### src/rtl/key_stream_serializer.sv
// Serializes a 512-bit key block into 32-bit words over a valid/ready stream.
// Build option KSER_XOR_EN: XOR each plaintext word with the key word; otherwise emit raw key words.
module key_stream_serializer #(
    parameter int unsigned NUM_WORDS = 16,
    parameter int unsigned WORD_SIZE = 32
) (
    input  logic                           clock,
    input  logic                           reset_n,
    input  logic [NUM_WORDS*WORD_SIZE-1:0] key_in,
    input  logic                           key_valid,
    output logic                           key_done,
    input  logic [WORD_SIZE-1:0]           pt_data,
    input  logic                           pt_valid,
    output logic                           pt_ready,
    output logic [WORD_SIZE-1:0]           ct_data,
    output logic                           ct_valid,
    input  logic                           ct_ready,
    output logic                           ct_last
);

    localparam int unsigned IDX_W = 5;

    typedef enum logic [1:0] {
        StIdle,
        StStream,
        StDrain
    } state_e;

    state_e                         state_q, state_d;
    logic [NUM_WORDS*WORD_SIZE-1:0] key_q, key_d;
    logic [IDX_W-1:0]               idx_q, idx_d;
    logic [WORD_SIZE-1:0]           ct_data_q, ct_data_d;
    logic                           ct_valid_q, ct_valid_d;
    logic                           ct_last_q, ct_last_d;

    logic                           room;
    logic                           accept;
    logic [WORD_SIZE-1:0]           key_word;
    logic [WORD_SIZE-1:0]           out_word;

    always_comb begin
        key_word = '0;
        for (int unsigned i = 0; i < NUM_WORDS; i++) begin
            if (idx_q == IDX_W'(i)) begin
                key_word = key_q[i*WORD_SIZE +: WORD_SIZE];
            end
        end
    end

    // A slot is free when streaming, words remain, and the output register can be refilled.
    assign room = (state_q == StStream) && (idx_q < IDX_W'(NUM_WORDS)) &&
                  (!ct_valid_q || ct_ready);

`ifdef KSER_XOR_EN
    assign pt_ready = room;
    assign accept   = pt_valid && room;
    assign out_word = key_word ^ pt_data;
`else
    logic unused_pt;
    assign unused_pt = ^{pt_data, pt_valid};
    assign pt_ready  = 1'b0;
    assign accept    = room;
    assign out_word  = key_word;
`endif

    always_comb begin
        state_d    = state_q;
        key_d      = key_q;
        idx_d      = idx_q;
        ct_data_d  = ct_data_q;
        ct_valid_d = ct_valid_q;
        ct_last_d  = ct_last_q;
        case (state_q)
            StIdle: begin
                if (key_valid) begin
                    key_d   = key_in;
                    idx_d   = '0;
                    state_d = StStream;
                end
            end
            StStream: begin
                if (accept) begin
                    ct_data_d  = out_word;
                    ct_valid_d = 1'b1;
                    ct_last_d  = (idx_q == IDX_W'(NUM_WORDS - 1));
                    idx_d      = idx_q + 1'b1;
                end else if (ct_valid_q && ct_ready) begin
                    ct_valid_d = 1'b0;
                    ct_last_d  = 1'b0;
                    if (ct_last_q) begin
                        state_d = StDrain;
                    end
                end
            end
            StDrain: begin
                // Wait for key_valid to drop so a stale request cannot replay the same key.
                if (!key_valid) begin
                    state_d = StIdle;
                end
            end
            default: state_d = StDrain;
        endcase
    end

    always_ff @(posedge clock or negedge reset_n) begin
        if (!reset_n) begin
            state_q    <= StDrain;
            key_q      <= '0;
            idx_q      <= '0;
            ct_data_q  <= '0;
            ct_valid_q <= 1'b0;
            ct_last_q  <= 1'b0;
        end else begin
            state_q    <= state_d;
            key_q      <= key_d;
            idx_q      <= idx_d;
            ct_data_q  <= ct_data_d;
            ct_valid_q <= ct_valid_d;
            ct_last_q  <= ct_last_d;
        end
    end

    assign key_done = (state_q != StStream);
    assign ct_data  = ct_data_q;
    assign ct_valid = ct_valid_q;
    assign ct_last  = ct_last_q;

endmodule

### config.mk
export PLATFORM = sky130hd
export DESIGN_NAME = key_stream_serializer
export DESIGN_NICKNAME = d
export VERILOG_FILES = /design/src/rtl/key_stream_serializer.sv
export SDC_FILE = /design/constraint.sdc
export NUM_CORES = 1
export LEC_CHECK = 0
export CELL_PAD_IN_SITES_DETAIL_PLACEMENT = 1
export CELL_PAD_IN_SITES_GLOBAL_PLACEMENT = 2
export CORE_AREA = 2 2 284 258
export CTS_CLUSTER_DIAMETER = 80
export DETAILED_ROUTE_END_ITERATION = 8
export DIE_AREA = 0 0 286 260
export DONT_BUFFER_PORTS = 1
export PLACE_DENSITY = 0.85
export REMOVE_ABC_BUFFERS = 1
export SKIP_LAST_GASP = 1
export SYNTH_ARGS = -nofsm -noshare
export SYNTH_HDL_FRONTEND = slang
export SYNTH_SLANG_ARGS = --single-unit
### constraint.sdc
create_clock -name clock -period 3.8 [get_ports clock]
set_clock_uncertainty 0.1 [all_clocks]
set_input_delay 0.57 -clock clock [delete_from_list [all_inputs] [get_ports clock]]
set_output_delay 0.57 -clock clock [all_outputs]
set_load 0.02 [all_outputs]
Word level (Yosys, flattened, before mapping)
Cells that the tools add are included.
Operators by class
  equality and inequality tests: 24
  reduce and logical (&&, ||, !) cells: 14
  add/sub/neg operators: 1
  multiplexer cells: 28
  magnitude comparators: 1
Operators with widths (count)
  two-way mux 32 bit: 16
  equality test 5 x 4 -> 1 bit, second input constant: 8
  equality test 5 x 3 -> 1 bit, second input constant: 4
  equality test 5 x 2 -> 1 bit, second input constant: 2
  two-way mux 2 bit: 5
  two-way mux 5 bit: 2
  inequality test 2 bit, second input constant: 5
  case mux 5 bit (2 select lines): 1
  case mux 2 bit (3 select lines): 1
  AND reduction 2 bit: 3
  adder 5 x 1 -> 5 bit, second input constant: 1
  equality test 5 x 1 -> 1 bit, second input constant: 1
  zero test 5 bit: 1
  < comparator 5 bit, second input constant: 1
  AND reduction 5 bit: 1
  inequality test 2 x 1 -> 1 bit, second input constant: 2
  nonzero test 2 bit: 2
  logical AND 1 bit: 3
  two-way mux 1 bit: 3
  AND reduction 3 bit: 1
  equality test 2 x 1 -> 1 bit, second input constant: 1
  equality test 2 bit, second input constant: 1
  zero test 2 bit: 1
  zero test 1 bit: 1
  logical OR 1 bit: 1
Word-level totals
  register bits: 553
  logic and storage cells: 74
  input bits: 549
  output and inout bits: 36

Depth between registers and ports, before layout
  word-level depth: 17
  depth in mapped cells: 13
  depth with buffers taken out: 8

Least setup slack after synthesis
No wires, ideal clock.
  path kind: register -> register
  start point: register idx_q[0]
  end point: register ct_data_q[10], in the netlist ct_data[10]
  period minus slack after synthesis: 2.778 ns
  setup slack: 1.022 ns
  buffers on the path: 6
  setup time: 0.104 ns
  arrival time: 2.574 ns
  cell stages (with the launch flop): 12
  data required time: 3.596 ns
  cell sequence: dfrtp_1 > ha_1 > buf_2 > buf_2 > buf_1 > and3_1 > ha_1 > clkbuf_1 > clkbuf_1 > clkbuf_1 > a21oi_1 > a221oi_1
Between the ends
  cells in the longest elaborated chain, start to end: 17
  elaborated cells on any way between the ends: 36
  those cells by class: order compare (1); eq/ne (15); mux (16); reduce/logical (4)
Ends and longest elaborated chain
  start: declaration: RTL line 31  | logic [IDX_W-1:0] idx_q, idx_d;
  start signal: assignment: RTL line 116  | idx_q <= idx_d;
  zero test 5 bit: RTL line 44  | if (idx_q == IDX_W'(i)) begin
  two-way mux 32 bit (16 in a row): RTL line 44
  end signal: assignment: RTL line 117  | ct_data_q <= ct_data_d;
  end: declaration: RTL line 32  | logic [WORD_SIZE-1:0] ct_data_q, ct_data_d;
Parallel ways exist; a longest one is shown, timed or not.
A chain may end at the register's enable or synchronous reset.

Final worst setup path
  start point: register idx_q[4]
  end point: register ct_data_q[19], in the netlist ct_data[19]
Same word-level chain as after synthesis.

==> results.json <==
{
  "placementRows": 93,
  "htreeDepth": 3,
  "clkSinkCount": 553,
  "worstSetupEndpointType": "flop",
  "fp.dieArea_um2": 74400,
  "cpPeakStageDelay_ps": 650,
  "power_leakage_nw": 17.1,
  "antenna_found_initial": 31,
  "timing.rr.start": "idx_q[4]$_DFFE_PN0P_",
  "max_freq_mhz": 283,
  "syn_to_final_growth_pct": 30.1,
  "dpl.hpwl_um": 71700,
  "ys_ff_latch": 553,
  "first_global_vias": 28400,
  "rrSetupSlack_ps": 260,
  "hold_class": "primary input to asynchronous set/reset pin",
  "clk_path_buf_depth": 3,
  "path_class": "flop to flop",
  "gp_congestion": 0.860,
  "drc": 0,
  "maxCapViolCount": 0,
  "cts_inserted_buffers": 66,
  "netlist_area_um2": 26300,
  "hold_violations": 210,
  "dr.pass1.iters": 6,
  "grt_use_total_pct": 30.6,
  "via_count": 26000,
  "dpl_cell_area_um2": 27200,
  "cp.arrival_ps": 3920,
  "yosysSeqAreaShare_pct": 52.6,
  "ys_types": 80,
  "start_util_pct": 36.9,
  "startpoint_type": "flop",
  "post-route-cell-area_um2": 34200,
  "fin_crit_sh_pct": 93.1,
  "synth_cells": 3211,
  "nFillCells": 8360,
  "post_cts_resized": 0,
  "die_w_um": 286,
  "viasPerCell": 5.63,
  "ant_nets": 0,
  "drive_above_1_share_pct": 6.82,
  "p_per_area_nw_per_um2": 385,
  "wl_per_cell_um": 25.2,
  "final_common_cell": "nand2_1",
  "hold_slack_ps": -455,
  "clkLatencyLatePin_ps": 630,
  "portBuffers": 0,
  "crit_chain": "buf_4, nor3b_1, nand2_2, buf_4, nand2_1, o21ai_0, a2111oi_0, a22oi_1",
  "tightest_slew_ps": 3450,
  "io_pins": 585,
  "relSlewSlack_pct": -130,
  "async_flop_share_pct": 100,
  "synth-main-ff-cell": "dfrtp_1",
  "setup_viol": 0,
  "die_h_um": 260,
  "outcome": "finished with violations",
  "finalCriticalPeriod_ps": 3540,
  "cts_root_buf": "clkbuf_16",
  "rsz0062_at_grt": "no",
  "fin_nets": 4141,
  "synth_edf_count": 0,
  "cts_tree": "done",
  "grt_pass1_wl_um": 172000,
  "grt_max_degree": 554,
  "ys_warn_count": 0,
  "worst_path_most_repeated_cell": "buf_4",
  "cp.required_ps": 4180,
  "rr_worst_depth": 8,
  "drt-initial-drc-count": 2123,
  "final_cell_mix": "1,600 x nand2_1, 552 x dfrtp_1, 464 x dlygate4sd3_1, 128 x a21oi_1, 106 x nor2_1",
  "coreArea_um2": 71200,
  "slowest_stage": "dfrtp_1",
  "slew_violations": 434,
  "clk_pin_slew_ps": 60,
  "reg2reg_to": "ct_data[19]$_DFFE_PN0P_",
  "drt-total-wl_um": 116000,
  "cp_max_fo": 17,
  "synth.avg_cell_area_um2": 8.19,
  "violations": "negative hold slack, max-slew violations",
  "grt-ovfl-total": 0,
  "vdd_drop_max_v": 0.000383,
  "post_cts_buffers": 0
}
worst max-delay path, delay by kind of cell, from the launching register on:
family                 cells  cell delay [ps]
DFF                        1              650
buffers and inverters      2              760
AOI/OAI and AO/OA          3              810
and+or+nand+nor            3             1060
metal layers:
layer  share of wire, %  up-vias  track usage (%)
met2                 49     1141             52.5
met3                6.6      370             5.81
met5               0.15        -                0
met4                4.8       26             15.0
li1                   -    11400                -
met1                 39    13100             37.0
through the flow:
stage          instances  setup WS, ps  power [mW]   TNS, ps  util [%]
3_5_place_dp        4005           437        6.00         0      38.2
4_1_cts             4580           416        13.2         0      47.9
3_3_place_gp        4005           544        6.00         0      38.2
5_1_grt             4601          43.7        13.5         0      48.0
6_report            4609           262        13.2         0      48.0
2_1_floorplan       2980         -6540        6.01  -3009940         -
sequential cells by signal, indices dropped and copies added, names as in the netlist:
register	count
ct_valid	1
ct_last	1
idx_q	5
key_q	512
ct_data	32
state_q	2
worst max path at each step:
stage,startpoint,to,cells after the start
finish,idx_q[4]$_DFFE_PN0P_,ct_data[19]$_DFFE_PN0P_,8
floorplan,key_valid,idx_q[4]$_DFFE_PN0P_,2
global route,idx_q[4]$_DFFE_PN0P_,ct_data[19]$_DFFE_PN0P_,8
detailed placement,idx_q[1]$_DFFE_PN0P_,ct_data[1]$_DFFE_PN0P_,9
global placement,idx_q[0]$_DFFE_PN0P_,ct_data[25]$_DFFE_PN0P_,10
CTS,idx_q[1]$_DFFE_PN0P_,ct_data[1]$_DFFE_PN0P_,9
logic make-up (layout without fill, tap and decap cells):
family	Yosys count	after routing	synth area share [%]
compound gates	523	523	13.9
xor+xnor	2	2	0.0666
fa+ha+maj	5	5	0.238
buf+inv	250	674	4.40
flops	553	553	52.6
mux	1	1	0.0428
other cells	1	25	0.0143
simple gates	1876	1876	28.7
where the power goes:
part           switching, mW  leakage (nW)  internal [mW]  total [mW]
sequential                 0          7.65           5.89        5.89
clock                   2.79          1.13           4.04        6.82
combinational          0.112          8.30          0.326       0.438
total                   2.90          17.1           10.3        13.2
synthesized netlist by cell type, drive strengths merged (25+ instances only):
cell type  instances  area share [%]
o221ai            28            0.93
dfrtp            552              53
buf               82             2.0
o22ai             35            0.90
clkbuf           149             2.1
a221oi            53             2.0
nor3              52             1.1
a22oi             43             1.4
o211ai            32            0.91
nand2b            25            0.59
o21ai            107             2.1
nand2           1605              23
a21oi            130             2.5
nor2             110             1.6
layout make-up:
type	instances	area (um^2)	share of cell area [%]
inverters	19	71.3	0.209
repair buffers	539	5350	15.6
multi-input cells	2408	11400	33.3
clock buffers	92	1910	5.59
diodes	24	60.1	0.176
clock inverters	24	390	1.14
flip-flops and latches	553	13800	40.5
well taps	950	1190	3.48
timing repair:
action,in CTS,in global routing
hold buffers,459,5
endpoints found under the setup margin,0,0
hold endpoints to repair,1012,557
Power figures use the tool's default switching activity.
